File: src/rtl/rf_wport_arb_if.sv
// Purpose: bundles both write requesters, their grants and the registered RF write port.
// Latency: pure wiring; grants are combinational, the RF write fields are registered in the arbiter.
// Backpressure: a requester holds req/wa/wd until it sees its grant high at a rising edge.
interface rf_wport_arb_if #(
  parameter int DW = 32,
  parameter int AW = 5
);
  // primary requester (main-FSM writeback)
  logic          p_req;
  logic [AW-1:0] p_wa;
  logic [DW-1:0] p_wd;
  logic          p_gnt;
  // secondary requester (mul/div unit or debug write path)
  logic          s_req;
  logic [AW-1:0] s_wa;
  logic [DW-1:0] s_wd;
  logic          s_gnt;
  // registered register-file write port
  logic          RegWr;
  logic [AW-1:0] wa_o;
  logic [DW-1:0] wd_o;
  logic          starved;

  // arbiter side
  modport slave (
    input  p_req, p_wa, p_wd,
    input  s_req, s_wa, s_wd,
    output p_gnt, s_gnt,
    output RegWr, wa_o, wd_o, starved
  );

  // requester / register-file side
  modport master (
    output p_req, p_wa, p_wd,
    output s_req, s_wa, s_wd,
    input  p_gnt, s_gnt,
    input  RegWr, wa_o, wd_o, starved
  );
endinterface

File: src/rtl/rf_wport_arb.sv
// Purpose: shares the single RF write port between primary and secondary requesters, drops $0 writes.
// Latency: transfer at edge k drives RegWr/wa_o/wd_o from edge k to k+1 (one-cycle write pulse).
// Backpressure: combinational grants; secondary waits at most STARVE_MAX denied cycles before winning.
module rf_wport_arb #(
  parameter int DW         = 32,
  parameter int AW         = 5,
  parameter int STARVE_MAX = 3
) (
  input  logic         clk,
  input  logic         rst_n,
  rf_wport_arb_if.slave bus
);

  typedef enum logic {
    PRI_PRI = 1'b0,
    SEC_PRI = 1'b1
  } state_t;

  // Denial count at which the next denial flips priority to the secondary.
  localparam logic [3:0] CNT_LAST = 4'(STARVE_MAX - 1);

  state_t        r_state;
  state_t        w_state_nxt;
  logic [3:0]    r_cnt;
  logic [3:0]    w_cnt_nxt;

  logic          w_p_gnt;
  logic          w_s_gnt;
  logic          w_p_xfer;
  logic          w_s_xfer;
  logic          w_s_denied;

  logic          w_any_xfer;
  logic [AW-1:0] w_sel_wa;
  logic [DW-1:0] w_sel_wd;

  logic          r_regwr;
  logic [AW-1:0] r_wa;
  logic [DW-1:0] r_wd;

  // Grants follow the current priority order; both are held low while reset is asserted.
  always_comb begin
    w_p_gnt = 1'b0;
    w_s_gnt = 1'b0;
    if (rst_n) begin
      if (r_state == SEC_PRI) begin
        w_s_gnt = bus.s_req;
        w_p_gnt = bus.p_req && !bus.s_req;
      end else begin
        w_p_gnt = bus.p_req;
        w_s_gnt = bus.s_req && !bus.p_req;
      end
    end
  end

  assign w_p_xfer   = bus.p_req && w_p_gnt;
  assign w_s_xfer   = bus.s_req && w_s_gnt;
  assign w_s_denied = bus.s_req && !w_s_gnt;

  // Next state and starvation count: count consecutive secondary denials, flip on the last one.
  always_comb begin
    w_state_nxt = r_state;
    w_cnt_nxt   = 4'd0;
    case (r_state)
      PRI_PRI: begin
        // Any cycle without a denial (secondary idle or granted) restarts the count.
        if (w_s_denied) begin
          if (r_cnt >= CNT_LAST) begin
            w_state_nxt = SEC_PRI;
          end else begin
            w_cnt_nxt = r_cnt + 4'd1;
          end
        end
      end
      SEC_PRI: begin
        // The secondary always wins here, so this cycle either carries its one forced
        // write or it has nothing pending; either way priority goes back to primary.
        w_state_nxt = PRI_PRI;
      end
      default: begin
        w_state_nxt = PRI_PRI;
      end
    endcase
  end

  // Priority state and starvation counter registers.
  always_ff @(posedge clk or negedge rst_n) begin
    if (!rst_n) begin
      r_state <= PRI_PRI;
      r_cnt   <= 4'd0;
    end else begin
      r_state <= w_state_nxt;
      r_cnt   <= w_cnt_nxt;
    end
  end

  // Select the winning requester's address/data; grants are exclusive so order is irrelevant.
  always_comb begin
    w_any_xfer = w_p_xfer || w_s_xfer;
    w_sel_wa   = r_wa;
    w_sel_wd   = r_wd;
    if (w_p_xfer) begin
      w_sel_wa = bus.p_wa;
      w_sel_wd = bus.p_wd;
    end else if (w_s_xfer) begin
      w_sel_wa = bus.s_wa;
      w_sel_wd = bus.s_wd;
    end
  end

  // RF write port: one-cycle enable pulse per transfer, $0 accepted but never written.
  always_ff @(posedge clk or negedge rst_n) begin
    if (!rst_n) begin
      r_regwr <= 1'b0;
      r_wa    <= '0;
      r_wd    <= '0;
    end else begin
      r_regwr <= w_any_xfer && (w_sel_wa != '0);
      if (w_any_xfer) begin
        r_wa <= w_sel_wa;
        r_wd <= w_sel_wd;
      end
    end
  end

  assign bus.p_gnt   = w_p_gnt;
  assign bus.s_gnt   = w_s_gnt;
  assign bus.RegWr   = r_regwr;
  assign bus.wa_o    = r_wa;
  assign bus.wd_o    = r_wd;
  assign bus.starved = (r_state == SEC_PRI);

endmodule

File: src/flat_wrapper.sv
// flat-port wrapper written by rule: the top's interface ports become plain ports
module rf_wport_arb_flat 
#(
  parameter int DW         = 32,
  parameter int AW         = 5,
  parameter int STARVE_MAX = 3
)
  (clk, rst_n, bus_p_req, bus_p_wa, bus_p_wd, bus_s_req, bus_s_wa, bus_s_wd, bus_p_gnt, bus_s_gnt, bus_RegWr, bus_wa_o, bus_wd_o, bus_starved);
  rf_wport_arb_if #(.DW(DW), .AW(AW)) bus_i ();
  input  logic clk;
  input  logic rst_n;
  input wire logic [$bits(bus_i.p_req)-1:0] bus_p_req;
  input wire logic [$bits(bus_i.p_wa)-1:0] bus_p_wa;
  input wire logic [$bits(bus_i.p_wd)-1:0] bus_p_wd;
  input wire logic [$bits(bus_i.s_req)-1:0] bus_s_req;
  input wire logic [$bits(bus_i.s_wa)-1:0] bus_s_wa;
  input wire logic [$bits(bus_i.s_wd)-1:0] bus_s_wd;
  output wire logic [$bits(bus_i.p_gnt)-1:0] bus_p_gnt;
  output wire logic [$bits(bus_i.s_gnt)-1:0] bus_s_gnt;
  output wire logic [$bits(bus_i.RegWr)-1:0] bus_RegWr;
  output wire logic [$bits(bus_i.wa_o)-1:0] bus_wa_o;
  output wire logic [$bits(bus_i.wd_o)-1:0] bus_wd_o;
  output wire logic [$bits(bus_i.starved)-1:0] bus_starved;
  assign bus_i.p_req = bus_p_req;
  assign bus_i.p_wa = bus_p_wa;
  assign bus_i.p_wd = bus_p_wd;
  assign bus_i.s_req = bus_s_req;
  assign bus_i.s_wa = bus_s_wa;
  assign bus_i.s_wd = bus_s_wd;
  assign bus_p_gnt = bus_i.p_gnt;
  assign bus_s_gnt = bus_i.s_gnt;
  assign bus_RegWr = bus_i.RegWr;
  assign bus_wa_o = bus_i.wa_o;
  assign bus_wd_o = bus_i.wd_o;
  assign bus_starved = bus_i.starved;
  rf_wport_arb #(.DW(DW), .AW(AW), .STARVE_MAX(STARVE_MAX)) u_core (.clk(clk), .rst_n(rst_n), .bus(bus_i));
endmodule
File: config.mk
export PLATFORM = sky130hd
export DESIGN_NAME = rf_wport_arb_flat
export DESIGN_NICKNAME = d
export VERILOG_FILES = /design/src/rtl/rf_wport_arb_if.sv /design/src/rtl/rf_wport_arb.sv /design/src/flat_wrapper.sv
export SDC_FILE = /design/constraint.sdc
export NUM_CORES = 1
export LEC_CHECK = 0
export CAP_MARGIN = 10
export CORE_UTILIZATION = 33
export DETAILED_ROUTE_END_ITERATION = 12
export PLACE_DENSITY_LB_ADDON = 0.2
export RECOVER_POWER = 25
export SYNTH_ARGS = -nofsm -noshare
export SYNTH_HDL_FRONTEND = slang
export SYNTH_SLANG_ARGS = --single-unit
export TNS_END_PERCENT = 100
File: constraint.sdc
create_clock -name clk -period 1.64 [get_ports clk]
set_clock_uncertainty 0.2 [all_clocks]
set_input_delay 0.164 -clock clk [delete_from_list [all_inputs] [get_ports clk]]
set_output_delay 0.164 -clock clk [all_outputs]
set_load 0.02 [all_outputs]
==> results_dict.tcl, run 1 <==
set metrics [dict create \
    result_of_the_run "finished, violations left" \
    violations "negative setup slack" \
    worst_ir_drop_vdd_v 0.000319 \
    worstSetupStartpointType "flop" \
    final.hold.worst_slack_ns 0.187 \
    via_to_cell_ratio 4.69 \
    clockBufferDepth 2 \
    clock_sink_count 43 \
    layout_worst_path_cycle_share 1.02 \
    synthTopCellsByArea "sky130_fd_sc_hd__dfrtp_1, sky130_fd_sc_hd__mux2i_1, sky130_fd_sc_hd__o21ai_0, sky130_fd_sc_hd__nand2_1, sky130_fd_sc_hd__a221o_1" \
    yosys.area.top_type "sky130_fd_sc_hd__dfrtp_1" \
    synth_xor_xnor_area_share 0 \
    power-per-cell-area_nw_per_um2 804 \
    post_drt_wl_per_cell_um 12.7 \
    finalWorstSetupSlack_ns -0.0380 \
    layout_min_cycle_time_ns 1.68 \
    dpl.hpwl_mm 3.78 \
    core_area_um2 5540 \
    number_of_iterations_in_the_first_detailed_routing_pass 4 \
    path_max_fanout 6 \
    critPathSlowestCell "sky130_fd_sc_hd__dfrtp_2" \
    path_class "flop to flop" \
    die-height_um 78.3 \
    yosysWarningCount 0 \
    tritoncts "built" \
    drtIter0Drc 24 \
    number_of_global_route_vias_before_repair 1754 \
    final_net_count 390 \
    cellLeakagePower_nw 1.86 \
    tns_ns -0.0380 \
    final-setup-viol-count 1 \
    netlist_area_um2 1920 \
    yosys.area.top_type_share 0.561 \
    timing_limited_maximum_frequency_mhz 596 \
    initial_antenna_violation_count 0 \
    timing.max_cap.violations 0 \
    type_of_element_capturing_the_critical_path "flop" \
    busiest_layer "met2" \
    syn-instance-count 180 \
    ioPinCount 119 \
    edff_count_synth 0 \
    dieArea_um2 6130 \
    final_area_um2 3430 \
    syn-num-nets 260 \
    multi_input_comb_area_um2 828 \
    worst_ep_arrival_time_ns 1.64 \
    gr-usage-met1 0.209 \
    final_cells 383 \
    gp_routability_congestion 0.769 \
    globalRouteTotalUtil 0.172 \
    synth.mux.area_fraction 0.167 \
    detailed_place.area_um2 3290 \
    share_of_layout_cells_above_drive_strength_1 0.103 \
    cts_buffers 5 \
    timing.final.max_slew_violations 0 \
    route.antenna.remaining_nets 0 \
    postCtsSetupRepairBufs 0 \
    worst_setup_hold_path_clk_slew_ns 0.07 \
    post_synth.cell_area_avg_um2 10.7 \
    drc 0 \
    synth_seq_cells 43 \
    synth_cell_types 21 \
    critical_path.top_delay_family "simple AND/OR/NAND/NOR gates" \
    global_route_wire_length_before_repair_mm 8.20 \
    critPathBufInv 1 \
    synthSimpleGateAreaFrac 0.109 \
    portBuffers 118 \
    layout-area-overhead-vs-synth_pct 78.6 \
    die_w_um 78.3 \
    synth.most_common_cell "sky130_fd_sc_hd__dfrtp_1" \
    cts.htree.levels 2 \
    yosys-top-cells-count "sky130_fd_sc_hd__dfrtp_1, sky130_fd_sc_hd__nand2_1, sky130_fd_sc_hd__mux2i_1, sky130_fd_sc_hd__o21ai_0, sky130_fd_sc_hd__clkbuf_1" \
    global_route.usage.met3 0.0709 \
    grt.overflow.total 0 \
    total_routed_wirelength_mm 4.85 \
    ff_latch_area_um2 1080 \
    rsz0062_at_grt "yes" \
    count_of_filler_cells_inserted_in_the_layout 511 \
    dp_slack_ns -0.502 \
    placed_cells 374 \
    slowest_stage_delay_on_critical_path_ns 0.39 \
    total_via_count_in_the_routed_design 1795 \
    grt.met2_usage 0.277 \
    crit_required_ns 1.61 \
    start_util 0.346 \
    core.rowCount 27 \
    grt_start_max_net_pins 41 \
    largest_family_of_logic_cells_by_synthesized_area "multiplexers" \
    antenna-diode-count 0 \
    clock_insertion_delay_worst_skew_ns 0.29 \
    ys_seq_area_frac 0.561 \
    synth-adder-area-share 0.0130 \
    synth_flop_cell "sky130_fd_sc_hd__dfrtp_1" \
    synth_compound_area_frac 0.117 \
    timing.final.hold_violations 0 \
    worstPathCellList "nand2_2 > nand3_4 > inv_6 > a221o_1 > nor4_2 > a21oi_1" \
    hold_class "input port to flop" \
    clock-root-buffer "sky130_fd_sc_hd__clkbuf_8" \
    ys_async_sr_fraction 1.00 \
]
layer usage:
layer  vias up  part of all wire
li1        885                 -
met1       812              0.41
met2        90              0.46
met3         8              0.11
met4         0             0.015
met5         -                 0
area by class of cell:
cell class | instances | area share
repair buffers | 133 | 0.387
flip-flops and latches | 43 | 0.314
multi-input cells | 122 | 0.242
inverters | 5 | 0.00694
well taps | 72 | 0.0263
clock inverters | 1 | 0.00146
clock buffers | 7 | 0.0223
sequential cells by signal, indices dropped and copies added, names as in the netlist:
name and flops:
u_core.bus.wd_o 32, u_core.bus.wa_o 5, u_core.r_cnt 4, u_core.bus.RegWr 1, u_core.bus.starved 1
metrics by stage:
stage / power, mW / utilization
floorplan: 1.64 / -
global placement: 2.18 / 0.593
detailed placement: 2.19 / 0.593
CTS: 2.81 / 0.610
global route: 2.92 / 0.619
finish: 2.76 / 0.619
kinds of logic after synthesis:
group                      after synthesis
other                                    1
adders and majority gates                2
and+or+nand+nor                         47
AOI/OAI and AO/OA                       40
muxes                                   32
buffers and inverters                   15
DFF                                     43
worst reg2reg max path, stage by stage, from the launching register on:
cell and delay (ns):
sky130_fd_sc_hd__dfrtp_2 0.39, sky130_fd_sc_hd__nand2_2 0.07, sky130_fd_sc_hd__nand3_4 0.10, sky130_fd_sc_hd__inv_6 0.05, sky130_fd_sc_hd__a221o_1 0.35, sky130_fd_sc_hd__nor4_2 0.30
sky130_fd_sc_hd__a21oi_1 0.10
placed cells by master, fill, tap and decap left out:
| cell type | netlist | final |
|---|---|---|
| sky130_fd_sc_hd__dlygate4sd2_1 | 0 | 12 |
| sky130_fd_sc_hd__buf_4 | 0 | 12 |
| sky130_fd_sc_hd__dfrtp_2 | 0 | 1 |
| sky130_fd_sc_hd__mux2i_1 | 32 | 32 |
| sky130_fd_sc_hd__ha_1 | 2 | 2 |
| sky130_fd_sc_hd__clkbuf_2 | 0 | 2 |
| sky130_fd_sc_hd__nor2_1 | 3 | 3 |
| sky130_fd_sc_hd__conb_1 | 1 | 1 |
| sky130_fd_sc_hd__clkbuf_1 | 7 | 2 |
| sky130_fd_sc_hd__buf_8 | 0 | 1 |
| sky130_fd_sc_hd__nand2_2 | 0 | 1 |
| sky130_fd_sc_hd__clkdlybuf4s50_1 | 0 | 81 |
| sky130_fd_sc_hd__clkinv_2 | 0 | 1 |
| sky130_fd_sc_hd__nor4bb_1 | 1 | 1 |
| sky130_fd_sc_hd__nand2b_1 | 1 | 1 |
| sky130_fd_sc_hd__a221o_1 | 4 | 4 |
| sky130_fd_sc_hd__inv_6 | 0 | 1 |
| sky130_fd_sc_hd__nand2_1 | 34 | 33 |
| sky130_fd_sc_hd__dlygate4sd3_1 | 0 | 1 |
| sky130_fd_sc_hd__dlymetal6s2s_1 | 0 | 22 |
| sky130_fd_sc_hd__o21ai_0 | 32 | 32 |
| sky130_fd_sc_hd__buf_2 | 3 | 2 |
| sky130_fd_sc_hd__and2_1 | 4 | 4 |
| sky130_fd_sc_hd__nor4_2 | 0 | 2 |
| sky130_fd_sc_hd__clkbuf_8 | 0 | 5 |
| sky130_fd_sc_hd__a21oi_4 | 0 | 1 |
| sky130_fd_sc_hd__nand4_1 | 1 | 1 |
| sky130_fd_sc_hd__dfrtp_1 | 43 | 42 |
| sky130_fd_sc_hd__inv_2 | 1 | 1 |
| sky130_fd_sc_hd__a222oi_1 | 1 | 1 |
| sky130_fd_sc_hd__inv_1 | 4 | 3 |
| sky130_fd_sc_hd__a21oi_1 | 2 | 1 |
| sky130_fd_sc_hd__nand3_4 | 0 | 1 |
| sky130_fd_sc_hd__o21ai_4 | 0 | 1 |
where the power goes:
group | total, mW | switching, mW | internal, mW
clock | 0.629 | 0.330 | 0.299
sequential | 1.25 | 0.0643 | 1.19
combinational | 0.875 | 0.412 | 0.462
total | 2.76 | 0.807 | 1.95
timing repair:
| item | 4_1_cts | 5_1_grt |
|---|---|---|
| gates resized for setup | 20 | 26 |
| endpoints found under the setup margin | 32 | 37 |
| hold buffers | 1 | 0 |
| pin swaps | 0 | 3 |
| hold endpoints to repair | 43 | 0 |
| gates cloned | 0 | 0 |
final timing paths:
check	end	depth (start not counted)	from	slack [ns]
hold reg to reg	u_core.bus.wd_o[16]$_DFFE_PN0P_	2	u_core.bus.wd_o[16]$_DFFE_PN0P_	0.27
setup reg to reg	u_core.bus.RegWr$_DFF_PN0_	6	u_core.bus.starved$_DFF_PN0_	-0.04
setup / recovery	u_core.bus.RegWr$_DFF_PN0_	6	u_core.bus.starved$_DFF_PN0_	-0.04
max in group asynchronous	u_core.bus.wd_o[20]$_DFFE_PN0P_	3	rst_n	0.49
hold / removal	u_core.bus.wa_o[1]$_DFFE_PN0P_	5	rst_n	0.19
min in group asynchronous	u_core.bus.starved$_DFF_PN0_	3	rst_n	0.33
Power figures use the tool's default switching activity.
==> run 2: changes to the inputs <==
--- a/config.mk
+++ b/config.mk
@@ -6,6 +6,7 @@
 export NUM_CORES = 1
 export LEC_CHECK = 0
 export CAP_MARGIN = 10
+export CORE_MARGIN = 5
 export CORE_UTILIZATION = 33
 export DETAILED_ROUTE_END_ITERATION = 12
 export PLACE_DENSITY_LB_ADDON = 0.2
==> run 2 against run 1 <==
Effect of this change:
- the flow still finishes with violations (negative setup slack)
- first-iteration DRC count grew 8.3%
- flip-flop and latch count is the same
- non-clock buffer count is 1 lower
- worst hold slack got worse by 0.060 ns
- clock-buffer cell count fell by 2
- global-route usage shrank 2.6 points
- power is 0.34% higher
- clock power up 3%
- critical endpoint unchanged
- highest routed layer unchanged
==> results_dict.tcl, run 2 (synthesized netlist as in run 1, its figures left out) <==
set metrics [dict create \
    layout_commonest_cell "sky130_fd_sc_hd__clkdlybuf4s50_1" \
    cts.htree.levels 2 \
    dieArea_um2 7440 \
    final_net_count 389 \
    count_of_filler_cells_inserted_in_the_layout 501 \
    timing.final.max_slew_violations 0 \
    slowest_stage_delay_on_critical_path_ns 0.47 \
    cellLeakagePower_nw 1.87 \
    dp_slack_ns -0.404 \
    layout-area-overhead-vs-synth_pct 78.6 \
    core.rowCount 27 \
    initial_antenna_violation_count 0 \
    path_class "input port to flop" \
    core_area_um2 5570 \
    layout_min_cycle_time_ns 1.70 \
    post-layout-total-power_mw 2.77 \
    grt.overflow.total 0 \
    gp_routability_congestion 0.753 \
    final_cell_mix "sky130_fd_sc_hd__clkdlybuf4s50_1, sky130_fd_sc_hd__dfrtp_1, sky130_fd_sc_hd__nand2_1, sky130_fd_sc_hd__mux2i_1, sky130_fd_sc_hd__o21ai_0" \
    drtIter0Drc 26 \
    critical_path.top_delay_family "buffers and inverters" \
    critPathBufInv 2 \
    die-height_um 86.3 \
    largest_register_ffs 32 \
    via_to_cell_ratio 4.59 \
    dpl.hpwl_mm 4.22 \
    layout_worst_path_cycle_share 1.04 \
    start_util 0.344 \
    cts_buffers 5 \
    post_drt_wl_per_cell_um 14.0 \
    violations "negative setup slack" \
    portBuffers 118 \
    total_via_count_in_the_routed_design 1753 \
    total_routed_wirelength_mm 5.35 \
    rsz0062_at_grt "yes" \
    share_of_layout_cells_above_drive_strength_1 0.103 \
    antenna-diode-count 0 \
    postLayoutCoreUtil 0.615 \
    hold_class "input port to flop" \
    critPathSlowestCell "sky130_fd_sc_hd__clkdlybuf4s50_1" \
    type_of_element_capturing_the_critical_path "flop" \
    final-setup-viol-count 1 \
    finalWorstSetupSlack_ns -0.0577 \
    clock_insertion_delay_worst_skew_ns 0.29 \
    grt_start_max_net_pins 41 \
    global_route_wire_length_before_repair_mm 8.58 \
    die_w_um 86.3 \
    crit_required_ns 1.61 \
    route.antenna.remaining_nets 0 \
    path_max_fanout 7 \
    timing_limited_maximum_frequency_mhz 589 \
    timing.max_cap.violations 0 \
    detailed_place.area_um2 3270 \
    ioPinCount 119 \
    placed_cells 371 \
    worstSetupStartpointType "input port" \
    clock_sink_count 43 \
    clockBufferDepth 2 \
    final_cells 382 \
    power-per-cell-area_nw_per_um2 807 \
    drc 0 \
    final_area_um2 3430 \
    timing.final.hold_violations 0 \
    worstPathCellList "clkdlybuf4s50_1 > buf_6 > o21ai_4 > and2_1 > a221o_1 > nor4_1 > a21oi_1" \
    number_of_iterations_in_the_first_detailed_routing_pass 4 \
    number_of_global_route_vias_before_repair 1790 \
    tritoncts "built" \
    tns_ns -0.0577 \
    globalRouteTotalUtil 0.147 \
    result_of_the_run "finished, violations left" \
    final.hold.worst_slack_ns 0.127 \
    worst_ir_drop_vdd_v 0.000447 \
    worst_ep_arrival_time_ns 1.67 \
    worst_setup_hold_path_clk_slew_ns 0.08 \
    clock-root-buffer "sky130_fd_sc_hd__clkbuf_8" \
]
==> run 2: layer usage <==
| layer | global-route usage | vias to the layer above | wire length [um] |
|---|---|---|---|
| li1 | - | 882 | - |
| met4 | 0.0340 | 0 | 51 |
| met2 | 0.227 | 89 | 2300 |
| met3 | 0.0798 | 5 | 785 |
| met1 | 0.180 | 777 | 2210 |
| met5 | 0 | - | 0 |
==> run 2: final timing paths <==
kind / from / to / slack, ns / depth (start not counted)
hold / removal: rst_n / u_core.bus.wa_o[1]$_DFFE_PN0P_ / 0.13 / 4
setup reg to reg: u_core.bus.starved$_DFF_PN0_ / u_core.bus.RegWr$_DFF_PN0_ / -0.04 / 6
setup / recovery: bus_p_req / u_core.bus.RegWr$_DFF_PN0_ / -0.06 / 7
hold reg to reg: u_core.r_cnt[0]$_DFF_PN0_ / u_core.r_cnt[0]$_DFF_PN0_ / 0.26 / 1
min in group asynchronous: rst_n / u_core.bus.wd_o[14]$_DFFE_PN0P_ / 0.33 / 3
max in group asynchronous: rst_n / u_core.bus.wd_o[19]$_DFFE_PN0P_ / 0.45 / 3
==> run 2: power by group <==
part	total (mW)	internal, mW	switching [mW]
Clock	0.648	0.292	0.356
Sequential	1.25	1.19	0.0620
Combinational	0.868	0.455	0.413
Total	2.77	1.93	0.832
==> run 2: repair_timing <==
action / 4_1_cts / 5_1_grt
buffers inserted: 2 / 0
hold endpoints to repair: 43 / 0
endpoints found under the setup margin: 21 / 33
pin swaps: 3 / 0
gates resized for setup: 24 / 27
hold buffers: 1 / 0
==> run 2: cell type report <==
cell class              instances  area, um2  share of cell area
clock inverters                 3       15.0             0.00438
well taps                      72       90.1              0.0263
inverters                       5       23.8             0.00693
multi-input cells             122        822               0.240
flip-flops and latches         43       1080               0.314
clock buffers                   5       68.8              0.0201
repair buffers                132       1330               0.388
==> run 2: worst register-to-register path: cells and delay by family, from the launching register on <==
family	cells	cell delay, ns
compound gates	3	0.50
flops	1	0.43
buf+inv	2	0.20
simple gates	1	0.22
